## src/rtl/code_rom_arbiter_pkg.sv

```systemverilog
// Shared types and constants for the code ROM arbiter.
// Holds the arbiter FSM state type, the doubleword alignment bit and the
// default widths shared with the code ROM itself.
package code_rom_pkg;

  typedef enum logic [0:0] {
    IDLE,
    LD_HI
  } arb_state_e;

  // Address bit that must be clear for a doubleword load.
  localparam int unsigned DW_ALIGN_BIT = 2;

  localparam int unsigned CODE_ROM_ADDR_WIDTH    = 64;
  localparam int unsigned CODE_ROM_DATA_WIDTH    = 32;
  localparam int unsigned CODE_ROM_SIZE          = 16;
  localparam int unsigned CODE_ROM_MAX_IF_STREAK = 4;

endpackage

```

## src/rtl/code_rom_arbiter_if.sv

```systemverilog
// Bus bundle between the fetch stage / LSU, the arbiter and the code ROM.
//   fetch port : if_req_valid/ready/addr, if_rsp_valid/data/err
//   load port  : ld_req_valid/ready/addr/dw, ld_rsp_valid/data/err
//   ROM port   : rom_addr (to ROM), rom_data / rom_illegal (from ROM)
// slave  : arbiter view.
// master : requesters plus ROM view (the environment around the arbiter).
interface code_rom_arbiter_if
  import code_rom_pkg::*;
#(
  parameter int unsigned ADDR_WIDTH = CODE_ROM_ADDR_WIDTH,
  parameter int unsigned DATA_WIDTH = CODE_ROM_DATA_WIDTH
) ();

  logic                    if_req_valid_i;
  logic                    if_req_ready_o;
  logic [ADDR_WIDTH-1:0]   if_req_addr_i;
  logic                    if_rsp_valid_o;
  logic [DATA_WIDTH-1:0]   if_rsp_data_o;
  logic                    if_rsp_err_o;

  logic                    ld_req_valid_i;
  logic                    ld_req_ready_o;
  logic [ADDR_WIDTH-1:0]   ld_req_addr_i;
  logic                    ld_req_dw_i;
  logic                    ld_rsp_valid_o;
  logic [2*DATA_WIDTH-1:0] ld_rsp_data_o;
  logic                    ld_rsp_err_o;

  logic [ADDR_WIDTH-1:0]   rom_addr_o;
  logic [DATA_WIDTH-1:0]   rom_data_i;
  logic                    rom_illegal_i;

  modport slave (
    input  if_req_valid_i, if_req_addr_i,
    output if_req_ready_o, if_rsp_valid_o, if_rsp_data_o, if_rsp_err_o,
    input  ld_req_valid_i, ld_req_addr_i, ld_req_dw_i,
    output ld_req_ready_o, ld_rsp_valid_o, ld_rsp_data_o, ld_rsp_err_o,
    output rom_addr_o,
    input  rom_data_i, rom_illegal_i
  );

  modport master (
    output if_req_valid_i, if_req_addr_i,
    input  if_req_ready_o, if_rsp_valid_o, if_rsp_data_o, if_rsp_err_o,
    output ld_req_valid_i, ld_req_addr_i, ld_req_dw_i,
    input  ld_req_ready_o, ld_rsp_valid_o, ld_rsp_data_o, ld_rsp_err_o,
    input  rom_addr_o,
    output rom_data_i, rom_illegal_i
  );

endinterface

```

## src/rtl/code_rom_arbiter.sv

```systemverilog
// Arbiter sharing one combinational code ROM between instruction fetch
// (32-bit words) and a load port (32-bit word or 64-bit doubleword).
// Ports:
//   clk_i  : clock
//   rst_ni : asynchronous reset, active-low
//   bus    : code_rom_arbiter_if.slave -- fetch, load and ROM signals
// Fetch has priority, but only for MAX_IF_STREAK consecutive grants while a
// load waits. Doubleword loads take a second ROM beat in LD_HI. Responses are
// registered single-cycle pulses with no backpressure.
module code_rom_arbiter
  import code_rom_pkg::*;
#(
  parameter int unsigned ADDR_WIDTH    = CODE_ROM_ADDR_WIDTH,
  parameter int unsigned DATA_WIDTH    = CODE_ROM_DATA_WIDTH,
  parameter int unsigned ROM_SIZE      = CODE_ROM_SIZE,
  parameter int unsigned MAX_IF_STREAK = CODE_ROM_MAX_IF_STREAK
) (
  input logic               clk_i,
  input logic               rst_ni,
  code_rom_arbiter_if.slave bus
);

  localparam logic [3:0]            MaxStreak = 4'(MAX_IF_STREAK);
  localparam logic [ADDR_WIDTH-1:0] WordBytes = ADDR_WIDTH'(DATA_WIDTH / 8);

  arb_state_e              state_q, state_d;
  logic [3:0]              streak_q, streak_d;

  logic                    if_rsp_valid_q, if_rsp_valid_d;
  logic [DATA_WIDTH-1:0]   if_rsp_data_q, if_rsp_data_d;
  logic                    if_rsp_err_q, if_rsp_err_d;

  logic                    ld_rsp_valid_q, ld_rsp_valid_d;
  logic [2*DATA_WIDTH-1:0] ld_rsp_data_q, ld_rsp_data_d;
  logic                    ld_rsp_err_q, ld_rsp_err_d;

  logic [DATA_WIDTH-1:0]   lo_q, lo_d;
  logic [ADDR_WIDTH-1:0]   hi_addr_q, hi_addr_d;

  logic                    fetch_win;
  logic                    if_ready, ld_ready;
  logic                    if_err, ld_err;
  logic [ADDR_WIDTH-1:0]   rom_addr;

  // Addresses are never wrapped into the ROM window; any high bit is an error.
  function automatic logic out_of_range(input logic [ADDR_WIDTH-1:0] addr);
    return (addr >> ROM_SIZE) != '0;
  endfunction

  always_comb begin
    state_d        = state_q;
    streak_d       = streak_q;
    if_rsp_valid_d = 1'b0;
    if_rsp_data_d  = if_rsp_data_q;
    if_rsp_err_d   = if_rsp_err_q;
    ld_rsp_valid_d = 1'b0;
    ld_rsp_data_d  = ld_rsp_data_q;
    ld_rsp_err_d   = ld_rsp_err_q;
    lo_d           = lo_q;
    hi_addr_d      = hi_addr_q;
    fetch_win      = 1'b0;
    if_ready       = 1'b0;
    ld_ready       = 1'b0;
    if_err         = 1'b0;
    ld_err         = 1'b0;
    rom_addr       = '0;

    unique case (state_q)
      IDLE: begin
        fetch_win = bus.if_req_valid_i &&
                    (!bus.ld_req_valid_i || (streak_q < MaxStreak));
        // Readies are forced low while reset is held.
        if_ready  = rst_ni && fetch_win;
        ld_ready  = rst_ni && !fetch_win && bus.ld_req_valid_i;

        if (if_ready) begin
          rom_addr       = bus.if_req_addr_i;
          if_err         = out_of_range(bus.if_req_addr_i) || bus.rom_illegal_i;
          if_rsp_valid_d = 1'b1;
          if_rsp_err_d   = if_err;
          if_rsp_data_d  = if_err ? '0 : bus.rom_data_i;
        end else if (ld_ready) begin
          rom_addr = bus.ld_req_addr_i;
          ld_err   = out_of_range(bus.ld_req_addr_i) || bus.rom_illegal_i ||
                     (bus.ld_req_dw_i && bus.ld_req_addr_i[DW_ALIGN_BIT]);
          if (bus.ld_req_dw_i && !ld_err) begin
            lo_d      = bus.rom_data_i;
            hi_addr_d = bus.ld_req_addr_i + WordBytes;
            state_d   = LD_HI;
          end else begin
            ld_rsp_valid_d = 1'b1;
            ld_rsp_err_d   = ld_err;
            ld_rsp_data_d  = ld_err ? '0 : {{DATA_WIDTH{1'b0}}, bus.rom_data_i};
          end
        end

        // The streak only measures fetch grants taken while a load waits.
        if (!bus.ld_req_valid_i || ld_ready) begin
          streak_d = '0;
        end else if (if_ready && (streak_q < MaxStreak)) begin
          streak_d = streak_q + 4'd1;
        end
      end

      LD_HI: begin
        rom_addr       = hi_addr_q;
        state_d        = IDLE;
        ld_rsp_valid_d = 1'b1;
        ld_rsp_err_d   = bus.rom_illegal_i;
        ld_rsp_data_d  = bus.rom_illegal_i ? '0 : {bus.rom_data_i, lo_q};
        if (!bus.ld_req_valid_i) begin
          streak_d = '0;
        end
      end

      default: state_d = IDLE;
    endcase
  end

  always_ff @(posedge clk_i or negedge rst_ni) begin
    if (!rst_ni) begin
      state_q        <= IDLE;
      streak_q       <= '0;
      if_rsp_valid_q <= 1'b0;
      if_rsp_data_q  <= '0;
      if_rsp_err_q   <= 1'b0;
      ld_rsp_valid_q <= 1'b0;
      ld_rsp_data_q  <= '0;
      ld_rsp_err_q   <= 1'b0;
      lo_q           <= '0;
      hi_addr_q      <= '0;
    end else begin
      state_q        <= state_d;
      streak_q       <= streak_d;
      if_rsp_valid_q <= if_rsp_valid_d;
      if_rsp_data_q  <= if_rsp_data_d;
      if_rsp_err_q   <= if_rsp_err_d;
      ld_rsp_valid_q <= ld_rsp_valid_d;
      ld_rsp_data_q  <= ld_rsp_data_d;
      ld_rsp_err_q   <= ld_rsp_err_d;
      lo_q           <= lo_d;
      hi_addr_q      <= hi_addr_d;
    end
  end

  assign bus.if_req_ready_o = if_ready;
  assign bus.ld_req_ready_o = ld_ready;
  assign bus.rom_addr_o     = rom_addr;
  assign bus.if_rsp_valid_o = if_rsp_valid_q;
  assign bus.if_rsp_data_o  = if_rsp_data_q;
  assign bus.if_rsp_err_o   = if_rsp_err_q;
  assign bus.ld_rsp_valid_o = ld_rsp_valid_q;
  assign bus.ld_rsp_data_o  = ld_rsp_data_q;
  assign bus.ld_rsp_err_o   = ld_rsp_err_q;

endmodule

```

## src/flat_wrapper.sv

```systemverilog
// flat-port wrapper written by rule: the top's interface ports become plain ports
module code_rom_arbiter_flat import code_rom_pkg::*;
#(
  parameter int unsigned ADDR_WIDTH    = CODE_ROM_ADDR_WIDTH,
  parameter int unsigned DATA_WIDTH    = CODE_ROM_DATA_WIDTH,
  parameter int unsigned ROM_SIZE      = CODE_ROM_SIZE,
  parameter int unsigned MAX_IF_STREAK = CODE_ROM_MAX_IF_STREAK
)
  (clk_i, rst_ni, bus_if_req_valid_i, bus_if_req_addr_i, bus_if_req_ready_o, bus_if_rsp_valid_o, bus_if_rsp_data_o, bus_if_rsp_err_o, bus_ld_req_valid_i, bus_ld_req_addr_i, bus_ld_req_dw_i, bus_ld_req_ready_o, bus_ld_rsp_valid_o, bus_ld_rsp_data_o, bus_ld_rsp_err_o, bus_rom_addr_o, bus_rom_data_i, bus_rom_illegal_i);
  code_rom_arbiter_if #(.ADDR_WIDTH(ADDR_WIDTH), .DATA_WIDTH(DATA_WIDTH)) bus_i ();
  input logic clk_i;
  input logic rst_ni;
  input wire logic [$bits(bus_i.if_req_valid_i)-1:0] bus_if_req_valid_i;
  input wire logic [$bits(bus_i.if_req_addr_i)-1:0] bus_if_req_addr_i;
  output wire logic [$bits(bus_i.if_req_ready_o)-1:0] bus_if_req_ready_o;
  output wire logic [$bits(bus_i.if_rsp_valid_o)-1:0] bus_if_rsp_valid_o;
  output wire logic [$bits(bus_i.if_rsp_data_o)-1:0] bus_if_rsp_data_o;
  output wire logic [$bits(bus_i.if_rsp_err_o)-1:0] bus_if_rsp_err_o;
  input wire logic [$bits(bus_i.ld_req_valid_i)-1:0] bus_ld_req_valid_i;
  input wire logic [$bits(bus_i.ld_req_addr_i)-1:0] bus_ld_req_addr_i;
  input wire logic [$bits(bus_i.ld_req_dw_i)-1:0] bus_ld_req_dw_i;
  output wire logic [$bits(bus_i.ld_req_ready_o)-1:0] bus_ld_req_ready_o;
  output wire logic [$bits(bus_i.ld_rsp_valid_o)-1:0] bus_ld_rsp_valid_o;
  output wire logic [$bits(bus_i.ld_rsp_data_o)-1:0] bus_ld_rsp_data_o;
  output wire logic [$bits(bus_i.ld_rsp_err_o)-1:0] bus_ld_rsp_err_o;
  output wire logic [$bits(bus_i.rom_addr_o)-1:0] bus_rom_addr_o;
  input wire logic [$bits(bus_i.rom_data_i)-1:0] bus_rom_data_i;
  input wire logic [$bits(bus_i.rom_illegal_i)-1:0] bus_rom_illegal_i;
  assign bus_i.if_req_valid_i = bus_if_req_valid_i;
  assign bus_i.if_req_addr_i = bus_if_req_addr_i;
  assign bus_if_req_ready_o = bus_i.if_req_ready_o;
  assign bus_if_rsp_valid_o = bus_i.if_rsp_valid_o;
  assign bus_if_rsp_data_o = bus_i.if_rsp_data_o;
  assign bus_if_rsp_err_o = bus_i.if_rsp_err_o;
  assign bus_i.ld_req_valid_i = bus_ld_req_valid_i;
  assign bus_i.ld_req_addr_i = bus_ld_req_addr_i;
  assign bus_i.ld_req_dw_i = bus_ld_req_dw_i;
  assign bus_ld_req_ready_o = bus_i.ld_req_ready_o;
  assign bus_ld_rsp_valid_o = bus_i.ld_rsp_valid_o;
  assign bus_ld_rsp_data_o = bus_i.ld_rsp_data_o;
  assign bus_ld_rsp_err_o = bus_i.ld_rsp_err_o;
  assign bus_rom_addr_o = bus_i.rom_addr_o;
  assign bus_i.rom_data_i = bus_rom_data_i;
  assign bus_i.rom_illegal_i = bus_rom_illegal_i;
  code_rom_arbiter #(.ADDR_WIDTH(ADDR_WIDTH), .DATA_WIDTH(DATA_WIDTH), .ROM_SIZE(ROM_SIZE), .MAX_IF_STREAK(MAX_IF_STREAK)) u_core (.clk_i(clk_i), .rst_ni(rst_ni), .bus(bus_i));
endmodule
```

## config.mk

```make
export PLATFORM = sky130hd
export DESIGN_NAME = code_rom_arbiter_flat
export DESIGN_NICKNAME = d
export VERILOG_FILES = /design/src/rtl/code_rom_arbiter_pkg.sv /design/src/rtl/code_rom_arbiter_if.sv /design/src/rtl/code_rom_arbiter.sv /design/src/flat_wrapper.sv
export SDC_FILE = /design/constraint.sdc
export NUM_CORES = 1
export LEC_CHECK = 0
export ABC_CLOCK_PERIOD_IN_PS = 2900
export BUFFER_PORTS_ARGS = -buffer_cell sky130_fd_sc_hd__buf_2
export CAP_MARGIN = 20
export CORE_MARGIN = 1.5
export CORE_UTILIZATION = 54
export CTS_BUF_LIST = sky130_fd_sc_hd__clkbuf_8 sky130_fd_sc_hd__clkbuf_16
export DETAILED_ROUTE_END_ITERATION = 12
export HOLD_SLACK_MARGIN = 0.1
export PLACE_DENSITY = 0.86
export SYNTH_ARGS = -nofsm -noshare
export SYNTH_HDL_FRONTEND = slang
export SYNTH_SLANG_ARGS = --single-unit
```

## constraint.sdc

```tcl
create_clock -name clk_i -period 2.9 [get_ports clk_i]
set_clock_uncertainty 0.1 [all_clocks]
set_input_delay 0.29 -clock clk_i [delete_from_list [all_inputs] [get_ports clk_i]]
set_output_delay 0.29 -clock clk_i [all_outputs]
set_load 0.01 [all_outputs]
```

==> impl_metrics.yaml <==
synth:
  synth_area_in_simple_gates: 0.1324
  commonest_cells_post_synth: "dfrtp_1 (201), a22o_1 (96), nor2_1 (74), nand2_1 (72), a221o_1 (64)"
  mappedNetlistNets: 951
  synth_edf_count: 0
  yosysMostFrequentCell: "dfrtp_1"
  synth_area_in_compound_gates: 0.1682
  netlist.area_leader.share: 0.5521
  synthTopCellsByArea: "dfrtp_1 (55%), a22o_1 (9.2%), mux2_2 (7.4%)"
  postSynthRegisterBits: 201
  fraction_of_the_mapped_netlist_area_in_adder_cells: 0.002747
  synth-xor-area-share: 0.01250
  combinational_family_with_the_most_area_after_synthesis: "compound AO/OA/AOI/OAI gates"
  synth-async-reset-ratio: 1.000
  netlist_instances: 783
  synth_area_per_cell_sq_um: 11.63
  synthesis.area_sq_mm: 0.009110
  synth_top_area_cell: "dfrtp_1"
  synth_flop_cell: "dfrtp_1"
  yosys.cell_types.count: 35
  synth_sequential_area_ratio: 0.5521
  yosysWarnings: 0
  post_synth_mux_area_share: 0.09999
critical_path:
  regToRegStartpoint: "u_core.state_q$_DFF_PN0_"
  required_time_worst_endpoint_ps: 2510
  worst_path_max_delay_cell: "dfrtp_4"
  timing.critical_path.buf_inv: 3
  data_arrival_critical_path_ps: 2360
  worst-r2r-setup-slack_ps: 390
  worst-setup-path-type: "flop to primary output"
  worst-path-max-fanout: 23
  worst_setup_path_end_kind: "primary output"
  r2r_cells: 7
  timing.critical_path.cells: "nor2b_1, nand3_1, inv_2, buf_4, a221o_1, buf_2"
  rr_endpoint: "u_core.bus.if_rsp_data_o[12]$_DFFE_PN0P_"
  critPathMaxStageDelay_ps: 520
  critical_path.startpoint_type: "flop"
  cp_top_family: "buffers and inverters"
pwr:
  power_density_mw_per_mm2: 485.5
  power_leakage_uw: 0.006694
  worst_ir_drop_vdd_uv: 471.1
  fin_total_pwr_uw: 5898
routing:
  avg_vias_per_cell: 5.916
  drt-wirelength-per-cell_um: 22.06
  firstDrtPassIters: 7
  vias: 8140
  totalWireLength_mm: 30.36
  initialDrtViolationCount: 705
  route.antenna.remaining_nets: 0
  remaining_drc_errors: 0
clocking:
  clkSlewWorstSetupHoldPaths_ps: 60
  post_cts_buffers: 0
  cts.htree.levels: 1
  cts_made_buffers: 21
  clock_sink_count: 201
  clk_latency_ps: 490
  tritoncts: "built"
  clockBufferDepth: 3
  clockRootBuffer: "clkbuf_16"
global_routing:
  vias_in_the_first_global_route: 8158
  grt_start_max_net_pins: 157
  grt_overflow_total: 0
  grt_use_total: 0.3364
  grt_first_pass_wirelength_mm: 46.05
  initial_antenna_violation_count: 3
place:
  post-dp-hpwl_mm: 20.45
  portBuffers: 331
  place.detailed.instances: 1292
  gpl.final_weighted_congestion: 1.010
floorplanning:
  core_area_sq_mm: 0.01652
  io-pin-count: 332
  die_height_um: 132.9
  initial_core_util: 0.5513
  dieArea_sq_mm: 0.01766
  die_x_um: 132.9
  row_count: 47
min_path:
  worst_hold_path_type: "input pin to flop"
  hold_path.startpoint: "bus_ld_req_addr_i[15]"
  hold_depth: 3
  hold-path-endpoint: "u_core.hi_addr_q[15]$_DFFE_PN0P_"
sta:
  timing.slew.headroom: 0.3937
  report.final.slew_viol_count: 0
  slew_of_the_pin_with_the_lowest_slew_margin_ps: 909.4
  grt_setup_unrepaired: "no"
  max_freq_mhz: 363.6
  fin_crit_sh: 0.9485
  fin_tns_setup_ps: 0
  final_hold_viol_count: 0
  setup_viol: 0
  period_minus_slack_ps: 2751
  finalHoldWorstSlack_ps: 115.1
flow_run:
  max_cap_violations: 0
layout:
  syn2layout_area_growth_pct: 33.35
  post_route_cells_drive_above_1_share: 0.3920
  number_of_standard_cells_in_the_final_layout_excluding_fillers: 1376
  layout.filler_cells: 1205
  design.final.nets: 1306
status:
  run_status: "completed"
==> placed cells by master, fill, tap and decap left out, types with 2 or more instances in the layout <==
cell	Yosys	routed
a221o_1	64	64
a22o_1	96	96
and2_1	49	49
and3_1	3	3
buf_12	0	6
buf_2	14	330
buf_4	4	13
clkbuf_16	0	21
clkbuf_8	0	4
clkinv_2	0	4
clkinv_4	0	2
dfrtp_1	201	200
diode_2	0	3
dlygate4sd3_1	0	42
ha_1	2	2
inv_1	4	10
mux2_1	20	20
mux2_2	60	60
nand2_1	72	72
nand2b_1	2	2
nand3_1	9	9
nand4_1	8	8
nor2_1	74	73
nor2b_1	4	3
nor3_1	3	3
nor4_1	23	23
nor4_4	0	2
o21ai_0	3	3
xnor2_1	8	8
xor2_1	5	5
==> power breakdown <==
group / internal [uW] / leakage, uW / switching [uW]
sequential: 2810 / 0.00280 / 1.18
combinational: 238 / 0.00356 / 332
clock: 1410 / 0.000341 / 1120
total: 4450 / 0.00669 / 1450
==> per-layer routing <==
metal	up-vias	wire length (um)	part of all wire	global-route usage
li1	3619	-	-	-
met2	372	14970	0.49	0.5683
met5	-	0	0	0
met4	0	1277	0.042	0.1410
met3	79	2021	0.067	0.05517
met1	4070	12090	0.40	0.4322
==> worst min-delay path: cells and delay by family <==
| kind | cells | cell delay [ps] |
|---|---|---|
| xor gates and xnor gates | 1 | 120 |
| buffers and inverters | 1 | 120 |
| muxes | 1 | 140 |
==> through the flow <==
stage / setup slack (ps) / utilization / area (sq um)
floorplan: 899.9 / - / 9110
global placement: 345.1 / 0.6694 / 11060
detailed placement: 258.7 / 0.6694 / 11060
CTS: 4.926 / 0.7340 / 12130
global route: 41.15 / 0.7351 / 12150
finish: 149.4 / 0.7351 / 12150
==> how the worst max path moves through the flow <==
stage / slack, ps / cells past startpoint / from / end
global placement: 350 / 7 / bus_ld_req_addr_i[50] / u_core.hi_addr_q[8]$_DFFE_PN0P_
global route: 40 / 7 / u_core.streak_q[2]$_DFFE_PN0P_ / bus_rom_addr_o[59]
CTS: 5 / 7 / u_core.streak_q[2]$_DFFE_PN0P_ / bus_rom_addr_o[37]
detailed placement: 260 / 7 / bus_ld_req_addr_i[50] / u_core.hi_addr_q[8]$_DFFE_PN0P_
floorplan: 900 / 7 / u_core.state_q$_DFF_PN0_ / bus_rom_addr_o[35]
finish: 150 / 6 / u_core.state_q$_DFF_PN0_ / bus_rom_addr_o[18]
==> registers in the layout (all words and copies together) (netlist names) <==
signal                     cells
u_core.bus.ld_rsp_err_o        1
u_core.bus.if_rsp_valid_o      1
u_core.bus.if_rsp_data_o      32
u_core.bus.if_rsp_err_o        1
u_core.bus.ld_rsp_data_o      64
u_core.state_q                 1
u_core.bus.ld_rsp_valid_o      1
u_core.hi_addr_q              64
u_core.streak_q                4
u_core.lo_q                   32
==> area by class of cell <==
type,instances,area (sq um),area share
clock inverters,14,76.32,0.006283
clock buffers,24,566.8,0.04666
diodes,3,7.507,0.0006180
well taps,220,275.3,0.02266
flip-flops and latches,201,5034,0.4144
repair buffers,393,2315,0.1905
multi-input cells,516,3855,0.3173
inverters,5,18.77,0.001545
==> cells by family (layout without fill, tap and decap cells) <==
| kind of cell | Yosys count | in the layout |
|---|---|---|
| other | 0 | 3 |
| xor gates and xnor gates | 13 | 13 |
| and+or+nand+nor | 251 | 251 |
| DFF | 201 | 201 |
| muxes | 81 | 81 |
| buffers and inverters | 67 | 436 |
| adders and majority gates | 2 | 2 |
| AOI/OAI and AO/OA | 168 | 169 |
==> timing repair <==
item                                   4_1_cts  5_1_grt
pin swaps                                    0        1
cloned                                       0        1
hold buffers                                42        0
setup endpoints to repair                   45       40
gates resized for setup                      1        1
endpoints found under the hold margin      163        0
No activity file was read; power rests on OpenSTA's default activity.
